`src/rtl/poker_pkg.sv`:
```
// Shared card definitions for the deal engine and the hand-rank evaluator.
// A card code is {rank[3:0], suit[1:0]} and also serves as the deck index.
package poker_pkg;

  typedef logic [5:0] card_t;

  localparam int unsigned RANK_MSB  = 5;
  localparam int unsigned RANK_LSB  = 2;
  localparam int unsigned SUIT_MSB  = 1;
  localparam int unsigned SUIT_LSB  = 0;
  localparam int unsigned NUM_CARDS = 52;
  localparam int unsigned HAND_SIZE = 5;

  typedef enum logic [3:0] {
    RankTwo, RankThree, RankFour, RankFive, RankSix, RankSeven, RankEight,
    RankNine, RankTen, RankJack, RankQueen, RankKing, RankAce
  } rank_e;

  typedef enum logic [1:0] {SuitClubs, SuitDiamonds, SuitHearts, SuitSpades} suit_e;

  typedef enum logic [3:0] {
    HighCard, OnePair, TwoPair, ThreeKind, Straight, Flush, FullHouse, FourKind,
    StraightFlush
  } hand_rank_e;

  typedef enum logic [1:0] {StIdle, StDraw, StEmit, StDone} deal_state_e;

  function automatic rank_e card_rank(input card_t c);
    return rank_e'(c[RANK_MSB:RANK_LSB]);
  endfunction

  function automatic suit_e card_suit(input card_t c);
    return suit_e'(c[SUIT_MSB:SUIT_LSB]);
  endfunction

  // rank < 13 is the same test as code < 52
  function automatic logic card_is_valid(input card_t c);
    return c[RANK_MSB:RANK_LSB] < 4'd13;
  endfunction

endpackage

```
`src/rtl/card_dealer_if.sv`:
```
// Hand interface between the card dealer (master) and its consumer (slave).
interface card_dealer_if;
  import poker_pkg::*;

  logic                  new_deck;
  logic                  deal;
  logic                  card_ready;
  card_t                 card_out;
  logic                  card_valid;
  card_t [HAND_SIZE-1:0] hand;
  logic                  hand_valid;
  logic                  busy;
  logic [5:0]            cards_left;
  logic                  deal_err;

  modport master (
    input  new_deck, deal, card_ready,
    output card_out, card_valid, hand, hand_valid, busy, cards_left, deal_err
  );

  modport slave (
    output new_deck, deal, card_ready,
    input  card_out, card_valid, hand, hand_valid, busy, cards_left, deal_err
  );

endinterface

```
`src/rtl/lfsr16.sv`:
```
// Free-running 16-bit Galois LFSR (taps 0xB400), reset to SEED.
module lfsr16 #(
  parameter logic [15:0] SEED = 16'hACE1
) (
  input  logic        clk,
  input  logic        rst,
  output logic [15:0] state
);

  localparam logic [15:0] TAPS = 16'hB400;

  always_ff @(posedge clk or posedge rst) begin
    if (rst) begin
      state <= SEED;
    end else begin
      state <= (state >> 1) ^ (state[0] ? TAPS : 16'h0000);
    end
  end

endmodule

```
`src/rtl/card_dealer.sv`:
```
// Deal engine: draws LFSR candidates, rejects duplicates against the dealt mask,
// and streams five accepted cards per hand over a valid/ready handshake.
module card_dealer
  import poker_pkg::*;
#(
  parameter logic [15:0] SEED = 16'hACE1
) (
  input logic          clk,
  input logic          rst,
  card_dealer_if.master bus
);

  logic [15:0] lfsr;

  lfsr16 #(.SEED(SEED)) u_lfsr (
    .clk   (clk),
    .rst   (rst),
    .state (lfsr)
  );

  deal_state_e           state_q, state_d;
  logic [NUM_CARDS-1:0]  mask_q, mask_d;
  logic [5:0]            left_q, left_d;
  logic [2:0]            slot_q, slot_d;
  card_t                 card_q, card_d;
  card_t [HAND_SIZE-1:0] hand_q, hand_d;
  logic                  err_q, err_d;

  card_t       cand;
  logic [63:0] mask_ext;
  logic        cand_ok;

  assign cand     = lfsr[5:0];
  assign mask_ext = 64'(mask_q);
  assign cand_ok  = card_is_valid(cand) && !mask_ext[cand];

  always_comb begin
    state_d = state_q;
    mask_d  = mask_q;
    left_d  = left_q;
    slot_d  = slot_q;
    card_d  = card_q;
    hand_d  = hand_q;
    err_d   = 1'b0;
    unique case (state_q)
      StIdle: begin
        if (bus.new_deck) begin
          mask_d = '0;
          left_d = 6'(NUM_CARDS);
        end
        // a same-cycle new_deck refills first, so the deal can never be refused
        if (bus.deal) begin
          if (bus.new_deck || left_q >= 6'(HAND_SIZE)) begin
            slot_d  = '0;
            state_d = StDraw;
          end else begin
            err_d = 1'b1;
          end
        end
      end
      StDraw: begin
        if (cand_ok) begin
          card_d  = cand;
          mask_d  = mask_q | (NUM_CARDS'(1) << cand);
          left_d  = left_q - 6'd1;
          state_d = StEmit;
        end
      end
      StEmit: begin
        if (bus.card_ready) begin
          hand_d[slot_q] = card_q;
          slot_d         = slot_q + 3'd1;
          state_d        = (slot_q == 3'(HAND_SIZE - 1)) ? StDone : StDraw;
        end
      end
      StDone:  state_d = StIdle;
      default: state_d = StIdle;
    endcase
  end

  always_ff @(posedge clk or posedge rst) begin
    if (rst) begin
      state_q <= StIdle;
      mask_q  <= '0;
      left_q  <= 6'(NUM_CARDS);
      slot_q  <= '0;
      card_q  <= '0;
      hand_q  <= '0;
      err_q   <= 1'b0;
    end else begin
      state_q <= state_d;
      mask_q  <= mask_d;
      left_q  <= left_d;
      slot_q  <= slot_d;
      card_q  <= card_d;
      hand_q  <= hand_d;
      err_q   <= err_d;
    end
  end

  assign bus.card_out   = card_q;
  assign bus.card_valid = (state_q == StEmit);
  assign bus.hand       = hand_q;
  assign bus.hand_valid = (state_q == StDone);
  assign bus.busy       = (state_q != StIdle);
  assign bus.cards_left = left_q;
  assign bus.deal_err   = err_q;

endmodule

```
`src/flat_wrapper.sv`:
```
// flat-port wrapper written by rule: the top's interface ports become plain ports
module card_dealer_flat import poker_pkg::*;
#(
  parameter logic [15:0] SEED = 16'hACE1
)
  (clk, rst, bus_new_deck, bus_deal, bus_card_ready, bus_card_out, bus_card_valid, bus_hand, bus_hand_valid, bus_busy, bus_cards_left, bus_deal_err);
  card_dealer_if bus_i ();
  input logic clk;
  input logic rst;
  input wire logic [$bits(bus_i.new_deck)-1:0] bus_new_deck;
  input wire logic [$bits(bus_i.deal)-1:0] bus_deal;
  input wire logic [$bits(bus_i.card_ready)-1:0] bus_card_ready;
  output wire logic [$bits(bus_i.card_out)-1:0] bus_card_out;
  output wire logic [$bits(bus_i.card_valid)-1:0] bus_card_valid;
  output wire logic [$bits(bus_i.hand)-1:0] bus_hand;
  output wire logic [$bits(bus_i.hand_valid)-1:0] bus_hand_valid;
  output wire logic [$bits(bus_i.busy)-1:0] bus_busy;
  output wire logic [$bits(bus_i.cards_left)-1:0] bus_cards_left;
  output wire logic [$bits(bus_i.deal_err)-1:0] bus_deal_err;
  assign bus_i.new_deck = bus_new_deck;
  assign bus_i.deal = bus_deal;
  assign bus_i.card_ready = bus_card_ready;
  assign bus_card_out = bus_i.card_out;
  assign bus_card_valid = bus_i.card_valid;
  assign bus_hand = bus_i.hand;
  assign bus_hand_valid = bus_i.hand_valid;
  assign bus_busy = bus_i.busy;
  assign bus_cards_left = bus_i.cards_left;
  assign bus_deal_err = bus_i.deal_err;
  card_dealer #(.SEED(SEED)) u_core (.clk(clk), .rst(rst), .bus(bus_i));
endmodule
```
`config.mk`:
```
export PLATFORM = sky130hd
export DESIGN_NAME = card_dealer_flat
export DESIGN_NICKNAME = d
export VERILOG_FILES = /design/src/rtl/poker_pkg.sv /design/src/rtl/card_dealer_if.sv /design/src/rtl/lfsr16.sv /design/src/rtl/card_dealer.sv /design/src/flat_wrapper.sv
export SDC_FILE = /design/constraint.sdc
export NUM_CORES = 1
export LEC_CHECK = 0
export BUFFER_PORTS_ARGS = -buffer_cell sky130_fd_sc_hd__clkbuf_2
export CAP_MARGIN = 0
export CORE_MARGIN = 4
export CORE_UTILIZATION = 50
export DETAILED_ROUTE_END_ITERATION = 12
export MAX_ROUTING_LAYER = met4
export PLACE_DENSITY = 0.69
export SLEW_MARGIN = 20
export SYNTH_ARGS = -nofsm -noshare
export SYNTH_HDL_FRONTEND = slang
export SYNTH_SLANG_ARGS = --single-unit
```
`constraint.sdc`:
```
create_clock -name clk -period 9.4 [get_ports clk]
set_input_delay 1.41 -clock clk [delete_from_list [all_inputs] [get_ports clk]]
set_output_delay 1.41 -clock clk [all_outputs]
set_load 0.05 [all_outputs]
```
==> metrics.md <==
| Metric | Value |
|---|---|
| Final Slew Violations | 0 |
| DRT Pass-1 Iters | 4 |
| CP Launch Point | u_core.u_lfsr.state[1] |
| Fin. Hold Viols | 0 |
| Port Buf Inserts | 50 |
| Nets | 479 |
| GRT overflow | 0 |
| EDFF count, synth | 0 |
| Commonest non-fill, non-tap cells in the layout | dfrtp_1, nor2_1, clkbuf_2 |
| Die boundary height | 108 um |
| CP required | 9.78 ns |
| Met2 usage | 0.316 |
| Root Buffer | clkbuf_8 |
| IR Drop Worst-Case VDD | 0.000170 V |
| Final Cycle Share | 0.343 |
| GPL Wtd Cong | 0.833 |
| RSZ-0062 raised after global routing | false |
| Max clock buf depth | 2 |
| Antenna violations before repair | 0 |
| WHS Path Cells | 0 |
| Ys flop type | dfrtp_1 |
| Rel. slew slack | 0.349 |
| Min Clock Period, post-route | 3.22 ns |
| Layout cell share with drive strength beyond 1 | 0.300 |
| Setup TNS | 0 ns |
| Gr busiest metal | met2 |
| FFs w/ async S/R, synth | 1.00 |
| Vias in the first global route | 3549 |
| Met1 Use GR | 0.266 |
| H-tree depth | 4 |
| CP startpoint kind | flop |
| Synthesized area | 5030 um^2 |
| Via density | 5.68 |
| I/O pin total | 51 |
| Synthesized net count | 430 |
| Critical path class | flop to flop |
| Max-cap violation count | 0 |
| Reg clk slew, reported paths | 0.06 ns |
| Worst r2r path cells | 6 |
| Die Area | 11700 um^2 |
| R2R Path Start | u_core.u_lfsr.state[1] |
| Synth Instances | 421 |
| Resized cells post-CTS | 0 |
| Post-synthesis register bit count | 116 |
| FF+latch area | 2920 um^2 |
| Die W | 108 um |
| WL/cell | 17.4 um |
| Multi-input logic area | 1940 um^2 |
| Core Box Area | 9770 um^2 |
| Layout area overhead | 18.2% |
| Hold Path Class | flop to flop |
| Largest net degree at the start of global routing | 73 |
| Row cnt | 36 |
| Starting Density | 0.514 |
| HPWL Detailed | 6940 um |
| CTS Buf Count | 17 |
| Gr usage total | 0.204 |
| Vias after detailed routing | 3501 |
| Final setup viols | 0 |
| Fmax | 0.310 GHz |
| Synth unique cells | 46 |
| Worst-Margin Slew | 0.974 ns |
| Cts-stage hold buffer count | 0 |
| Fillers | 772 |
| Total setup buffers inserted after CTS | 0 |
| Min-delay src | u_core.u_lfsr.state[7] |
| Drc violations | 0 |
| Commonest non-fill, non-tap cell in the layout | dfrtp_1 |
| Worst skew pair latency | 0.51 ns |
| Seq/Total Area, Yosys | 0.580 |
| Worst Path Arrival | 3.61 ns |
| Overall Power | 0.00142 W |
| CTS tree | built |
| CTS Sinks | 116 |
| # diodes | 0 |
| CP endpoint kind | flop |
| Routed wire length | 10700 um |
| Synth warn | 0 |
| First-pass GRT wire length | 18000 um |
| Status | finished, final reports clean |
| Initial DRC Count | 268 |
| Mean Syn Cell Area | 11.9 um^2 |
| Post-route ant nets | 0 |
| Pleak | 2.90 nW |
| Pwr per Cell Area | 239 nW/um^2 |
| M3 GR Usage | 0.0501 |
| Clock skew | 0.0144 ns |
| Crit path max fanout | 25 |
[cell usage after synthesis, drive strengths merged, types with 3 or more instances]
cell | instances | area [um^2]
dfrtp | 105 | 2630
nor2 | 65 | 244
mux2 | 36 | 405
a31oi | 24 | 150
mux2i | 23 | 230
a21oi | 21 | 105
nand2 | 16 | 60.1
buf | 12 | 86.3
clkbuf | 11 | 41.3
dfstp | 11 | 289
inv | 10 | 37.5
nor3 | 10 | 61.3
nand3 | 8 | 52.6
mux4 | 7 | 158
and2 | 6 | 37.5
nand2b | 6 | 37.5
nor2b | 6 | 37.5
a22o | 4 | 35.0
ha | 4 | 50.1
o21a | 4 | 30.0
o21ai | 4 | 23.8
a311oi | 3 | 26.3
nand4 | 3 | 18.8
or3 | 3 | 18.8
xor2 | 3 | 26.3
[registers in the layout (all words and copies together) (netlist names)]
name                   count
u_core.bus.card_out        6
u_core.bus.cards_left      6
u_core.bus.deal_err        1
u_core.bus.hand           30
u_core.mask_q             52
u_core.slot_q              3
u_core.state_q             2
u_core.u_lfsr.state       16
[layout make-up]
class / instances / share of cell area
Timing Repair Buffer: 53 / 0.0459
Multi-Input combinational cell: 272 / 0.327
Tap cell: 133 / 0.0280
Clock inverter: 12 / 0.0242
Clock buffer: 20 / 0.0767
Inverter: 10 / 0.00674
Sequential cell: 116 / 0.491
[per-layer routing]
metal,share of wire,up-vias,routed length [um]
li1,-,1597,-
met1,0.44,1780,4680
met2,0.48,111,5190
met3,0.068,13,729
met4,0.012,0,127
met5,0,-,0
[critical path, cell delays in order (launching register included)]
cell and delay (ns):
dfrtp_1 0.98, mux4_2 0.61, nor2_1 0.11, a311oi_1 0.09
nor3_4 0.68, nand3_4 0.28, mux2_2 0.35
[logic make-up (layout without fill, tap and decap cells)]
| group | after synthesis | after routing | share of synthesized area |
|---|---|---|---|
| flops | 116 | 116 | 0.580 |
| xor+xnor | 3 | 3 | 0.00523 |
| buf+inv | 33 | 95 | 0.0329 |
| compound gates | 69 | 69 | 0.0891 |
| simple gates | 130 | 130 | 0.125 |
| mux | 66 | 66 | 0.158 |
| fa+ha+maj | 4 | 4 | 0.00996 |
[worst paths after layout]
| path | to | slack (ns) |
|---|---|---|
| max | u_core.bus.card_out[3] | 6.18 |
| min in group asynchronous | u_core.u_lfsr.state[14] | 0.94 |
| min reg2reg | u_core.u_lfsr.state[6] | 0.36 |
| max reg2reg | u_core.bus.card_out[3] | 6.18 |
| max in group asynchronous | u_core.mask_q[20] | 7.16 |
| min | u_core.u_lfsr.state[6] | 0.36 |
[where the power goes]
| group | internal, W | switching (W) | leakage, nW | total (W) |
|---|---|---|---|---|
| logic | 0.0000634 | 0.000167 | 1.04 | 0.000230 |
| clock network | 0.000403 | 0.000239 | 0.285 | 0.000641 |
| registers | 0.000522 | 0.0000267 | 1.57 | 0.000549 |
| total | 0.000988 | 0.000432 | 2.90 | 0.00142 |
[through the flow]
step / util / cells / cell area [um^2] / hold WS, ns / worst slack, ns
2_1_floorplan: - / 421 / 5030 / 0.331 / 4.94
3_3_place_gp: 0.546 / 584 / 5340 / 0.337 / 6.26
3_5_place_dp: 0.546 / 584 / 5340 / 0.348 / 6.22
4_1_cts: 0.608 / 616 / 5940 / 0.361 / 6.17
5_1_grt: 0.608 / 616 / 5940 / 0.362 / 5.90
6_report: 0.608 / 616 / 5940 / 0.360 / 6.18
Power figures use the tool's default switching activity.
